--- src/rtl/phase_baseline_trigger.sv ---
// rtl/phase_baseline_trigger.sv - IIR baseline tracker with negative-threshold pulse trigger and holdoff
module phase_baseline_trigger #(
    parameter int HOLDOFF_LEN = 100,
    parameter int PHASE_W     = 16
) (
    input  logic                      user_clk,
    input  logic                      user_rst_n,
    input  logic signed [PHASE_W-1:0] phase_in,
    input  logic                      phase_valid,
    input  logic [31:0]               base_kq,
    input  logic signed [PHASE_W-1:0] thresh,
    output logic signed [PHASE_W-1:0] baseline,
    output logic signed [PHASE_W-1:0] phase_sub,
    output logic                      out_valid,
    output logic                      trig,
    output logic                      armed
);
    localparam int          ACC_W     = 2 * PHASE_W;
    localparam int          DIFF_W    = PHASE_W + 1;
    localparam logic [15:0] HOLD_LOAD = 16'(HOLDOFF_LEN - 1);

    typedef enum logic {ST_ARMED, ST_HOLDOFF} state_t;

    state_t                    state_q, state_d;
    logic signed [ACC_W-1:0]   acc_q, acc_d;
    logic                      init_q, init_d;
    logic [15:0]               hcnt_q, hcnt_d;
    logic                      v1_q;
    logic signed [DIFF_W-1:0]  diff_q, diff_d;
    logic signed [PHASE_W-1:0] phase_q;
    logic signed [PHASE_W-1:0] sub_q, sub_d;
    logic                      out_valid_q;
    logic                      trig_q, trig_d;

    logic [3:0]                kq;
    logic signed [ACC_W-1:0]   phase_ext;
    logic signed [ACC_W:0]     err;
    logic signed [ACC_W:0]     step;
    logic signed [PHASE_W-1:0] sat_sub;
    logic                      unused_bits;

    assign kq          = base_kq[3:0];
    assign baseline    = acc_q[ACC_W-1 -: PHASE_W];
    assign diff_d      = {phase_in[PHASE_W-1], phase_in} - {baseline[PHASE_W-1], baseline};
    assign phase_ext   = {phase_q, {PHASE_W{1'b0}}};
    // One extra bit keeps the error exact; after the shift it fits back in the accumulator.
    assign err         = {phase_ext[ACC_W-1], phase_ext} - {acc_q[ACC_W-1], acc_q};
    assign step        = err >>> kq;
    assign unused_bits = ^{base_kq[31:4], step[ACC_W]};

    always_comb begin
        sat_sub = diff_q[PHASE_W-1:0];
        if (diff_q[DIFF_W-1] != diff_q[DIFF_W-2]) begin
            sat_sub = diff_q[DIFF_W-1] ? {1'b1, {(PHASE_W-1){1'b0}}}
                                       : {1'b0, {(PHASE_W-1){1'b1}}};
        end
    end

    always_comb begin
        state_d = state_q;
        acc_d   = acc_q;
        init_d  = init_q;
        hcnt_d  = hcnt_q;
        sub_d   = sub_q;
        trig_d  = 1'b0;
        if (v1_q) begin
            sub_d = sat_sub;
            if (init_q) begin
                acc_d  = phase_ext;
                init_d = 1'b0;
            end else begin
                case (state_q)
                    ST_ARMED: begin
                        if (sat_sub < thresh) begin
                            trig_d  = 1'b1;
                            hcnt_d  = HOLD_LOAD;
                            state_d = ST_HOLDOFF;
                        end else if (kq != 4'd0) begin
                            acc_d = acc_q + step[ACC_W-1:0];
                        end
                    end
                    ST_HOLDOFF: begin
                        if (hcnt_q == 16'd0) begin
                            state_d = ST_ARMED;
                        end else begin
                            hcnt_d = hcnt_q - 16'd1;
                        end
                    end
                    default: state_d = ST_ARMED;
                endcase
            end
        end
    end

    always_ff @(posedge user_clk) begin
        if (!user_rst_n) begin
            state_q     <= ST_ARMED;
            acc_q       <= '0;
            init_q      <= 1'b1;
            hcnt_q      <= '0;
            v1_q        <= 1'b0;
            diff_q      <= '0;
            phase_q     <= '0;
            sub_q       <= '0;
            out_valid_q <= 1'b0;
            trig_q      <= 1'b0;
        end else begin
            state_q     <= state_d;
            acc_q       <= acc_d;
            init_q      <= init_d;
            hcnt_q      <= hcnt_d;
            v1_q        <= phase_valid;
            if (phase_valid) begin
                diff_q  <= diff_d;
                phase_q <= phase_in;
            end
            sub_q       <= sub_d;
            out_valid_q <= v1_q;
            trig_q      <= trig_d;
        end
    end

    assign phase_sub = sub_q;
    assign out_valid = out_valid_q;
    assign trig      = trig_q;
    assign armed     = (state_q == ST_ARMED);

endmodule

--- config.mk ---
export PLATFORM = sky130hd
export DESIGN_NAME = phase_baseline_trigger
export DESIGN_NICKNAME = d
export VERILOG_FILES = /design/src/rtl/phase_baseline_trigger.sv
export SDC_FILE = /design/constraint.sdc
export NUM_CORES = 1
export LEC_CHECK = 0
export CORE_MARGIN = 3
export CORE_UTILIZATION = 53
export CTS_CLUSTER_DIAMETER = 120
export CTS_CLUSTER_SIZE = 14
export DETAILED_ROUTE_END_ITERATION = 6
export PLACE_DENSITY = 0.78
export SLEW_MARGIN = 0
export SYNTH_ARGS = -nofsm -noshare
export SYNTH_HDL_FRONTEND = slang
export SYNTH_SLANG_ARGS = --single-unit
--- constraint.sdc ---
create_clock -name user_clk -period 6 [get_ports user_clk]
set_input_delay 1.2 -clock user_clk [delete_from_list [all_inputs] [get_ports user_clk]]
set_output_delay 1.2 -clock user_clk [all_outputs]
set_load 0.1 [all_outputs]
==> qor.yml <==
synthCells: 1251
p_switching_mw: 1.30
arrival_ns: 6.13
p_comb_share_pct: 54.7
setup_viol: 0
ff2ff_path_depth: 28
drt-total-wl_mm: 26.0
start_util_pct: 54.6
clockBufferDepth: 2
ctsRootBufferMaster: "clkbuf_16"
nets: 1512
fin_crit_sh_pct: 97.1
drive_gt1_share_pct: 12.5
grt_pass1_wl_mm: 42.7
hold_buffers: 0
drc: 0
seqCellArea_um2: 2040
rsz0062_at_grt: "yes"
num_antenna_cells: 0
place_congestion: 0.926
cp-end-kind: "flop"
worstPathMaxFanout: 3
rows: 48
clk_pin_slew_ns: 0.09
grt-ovfl-total: 0
final_hold_viol_count: 0
yosys_most_used_dff: "dfxtp_1"
totalNegativeSetupSlack_ns: 0
io_pins: 102
grt_max_degree: 46
netSwitchingFraction_pct: 42.9
vias_per_cell: 5.95
yosysWarnings: 0
die_x_um: 140
fin_area_um2: 11400
numClockSinks: 102
fill_cells: 1439
maxSlewHeadroom_pct: 13.2
reg2reg_from: "acc_q[19]"
cts_max_level: 3
portBuffers: 73
status: "complete, no violations"
die_area_um2: 19700
critical_path.startpoint_type: "flop"
wire_per_inst_um: 16.4
cts_tree: "yes"
p_leak_nw: 5.15
syn_nets: 1405
drtIter0Drc: 698
hold_path.startpoint: "phase_sub[10]"
clk_latency_ns: 0.36
worst_slew_pin_slew_ns: 1.29
power.share.clock_pct: 20.5
antenna_found_initial: 0
area_delta_synth_final_pct: 19.2
seq_area_frac_synth_pct: 21.4
hold_path_class: "reg -> reg"
core_area_um2: 17500
critPathSlowestCell: "mux4_1"
synth_edf_count: 0
track_usage_pct: 26.0
grt_pass1_vias: 8655
drv_slew: 0
timing.critical_path.mode_cell: "buf_4"
cap_violations: 0
async_flop_share_pct: 0
placed_area_um2: 11000
pwr-share-seq_pct: 24.8
syn_avg_cell_area_um2: 7.63
yosys_register_bits: 102
vias: 9455
r2r_slack_ns: 0.17
dp.final_hpwl_mm: 19.6
drtAntennaViolNets: 0
r2r_end: "acc_q[31]"
drt_pre_antenna_iters: 5
whs_path_depth: 2
cts_buffers: 9
multiInputGateArea_um2: 6950
fmax_ghz: 0.172
hold_end: "phase_sub[10]"
synth_area_um2: 9550
finClkSkew_ns: 0.0163
critPathMaxStageDelay_ns: 0.52
crit_required_ns: 6.30
synth.distinct_cells: 71
p_int_mw: 1.73
period_minus_slack_ns: 5.83
path_class: "reg -> reg"
die_y_um: 140
vdd_ir_drop_max_v: 0.000180
power_density_nw_per_um2: 266
-- worst max-delay path: cells and delay by family (launching register included) --
kind	cells	cell delay, ns
and+or+nand+nor	2	0.50
adders and majority gates	2	0.64
muxes	3	0.85
AOI/OAI and AO/OA	14	2.50
buffers and inverters	5	0.71
DFF	1	0.34
xor gates and xnor gates	2	0.26
-- power groups by stage --
stage | Clock [mW] | Sequential [mW] | Combinational (mW)
floorplan | 0 | 0.820 | 1.09
global placement | 0 | 0.764 | 1.55
detailed placement | 0 | 0.766 | 1.58
CTS | 0.624 | 0.750 | 1.60
global route | 0.658 | 0.757 | 1.80
finish | 0.620 | 0.751 | 1.65
-- how the worst max path moves through the flow --
stage / startpoint / endpoint / slack (ns) / cells past startpoint
after floorplan: acc_q[1] / acc_q[31] / 0.32 / 26
after global placement: acc_q[19] / acc_q[31] / 0.01 / 26
after detailed placement: acc_q[19] / acc_q[31] / -0.08 / 26
after CTS: acc_q[19] / acc_q[31] / 0.05 / 26
after global routing: acc_q[19] / acc_q[31] / -0.13 / 28
final: acc_q[19] / acc_q[31] / 0.17 / 28
-- stage by stage --
stage	hold slack, ns	setup WS (ns)	instances	power [mW]	utilization [%]
after floorplan	0.452	0.316	1251	1.91	-
after global placement	0.458	0.0139	1571	2.32	62.9
after detailed placement	0.462	-0.0847	1571	2.35	62.9
after CTS	0.475	0.0451	1587	2.98	64.8
after global routing	0.500	-0.127	1588	3.22	65.1
final	0.474	0.172	1588	3.03	65.1
-- kinds of logic after synthesis --
family / synth area share, %
AND/OR/NAND/NOR: 18.8
AO/OA/AOI/OAI: 23.9
buffers and inverters: 6.79
flip-flops: 21.4
multiplexers: 11.4
adder cells (fa/ha/maj): 11.6
XOR/XNOR: 6.15
-- cell type report --
cell class	count	area share [%]
clock inverters	7	0.780
repair buffers	180	13.5
well taps	225	2.47
multi-input cells	995	61.0
inverters	70	2.31
flip-flops and latches	102	17.9
clock buffers	9	1.98
-- cells in the mapped netlist (all sizes together), types with 15 or more instances --
| cell type | count | share of area, % |
|---|---|---|
| a21o | 42 | 3.3 |
| nor2 | 157 | 6.2 |
| nor3 | 37 | 2.2 |
| nand3 | 15 | 0.79 |
| buf | 30 | 1.9 |
| clkbuf | 54 | 2.1 |
| o21ai | 59 | 3.1 |
| dfxtp | 102 | 21 |
| nand2 | 77 | 3.0 |
| a211oi | 26 | 2.0 |
| o21a | 15 | 1.3 |
| xnor2 | 43 | 3.9 |
| ha | 85 | 11 |
| inv | 68 | 2.7 |
| mux2i | 73 | 7.7 |
| a31oi | 17 | 1.1 |
| mux2 | 18 | 2.2 |
| nand2b | 28 | 1.8 |
| a21oi | 133 | 7.0 |
| xor2 | 24 | 2.2 |
-- cell usage in the layout, fill, tap and decap left out, types with 13 or more instances in the layout --
| cell | Yosys | layout |
|---|---|---|
| xor2_1 | 24 | 24 |
| ha_1 | 85 | 85 |
| nor2_1 | 157 | 157 |
| o21a_1 | 13 | 13 |
| a21oi_1 | 133 | 129 |
| xnor2_1 | 43 | 43 |
| nand2_1 | 77 | 76 |
| inv_1 | 68 | 68 |
| o21ai_0 | 56 | 55 |
| a31oi_1 | 17 | 17 |
| buf_4 | 16 | 106 |
| mux2i_1 | 73 | 72 |
| a211oi_1 | 26 | 25 |
| nand2b_1 | 28 | 28 |
| mux2_2 | 17 | 17 |
| nand3_1 | 15 | 15 |
| clkdlybuf4s50_1 | 0 | 71 |
| dfxtp_1 | 102 | 102 |
| nor3_1 | 35 | 35 |
| a21o_1 | 42 | 42 |
-- routing by layer --
metal,share of wire [%],global-route usage (%)
met5,0,0
met4,1.8,5.66
met3,6.7,3.69
met2,44,40.6
met1,48,38.1
-- sequential cells by signal, indices dropped and copies added, names as in the netlist --
| name | flops |
|---|---|
| init_q | 1 |
| out_valid | 1 |
| phase_q | 16 |
| hcnt_q | 16 |
| acc_q | 32 |
| v1_q | 1 |
| phase_sub | 16 |
| state_q | 1 |
| trig | 1 |
| diff_q | 17 |
-- timing repair --
item,in CTS,in global routing
endpoints found under the setup margin,1,6
gates resized for setup,3,11
buffers inserted,0,1
pin swaps,0,3
Power figures use the tool's default switching activity.
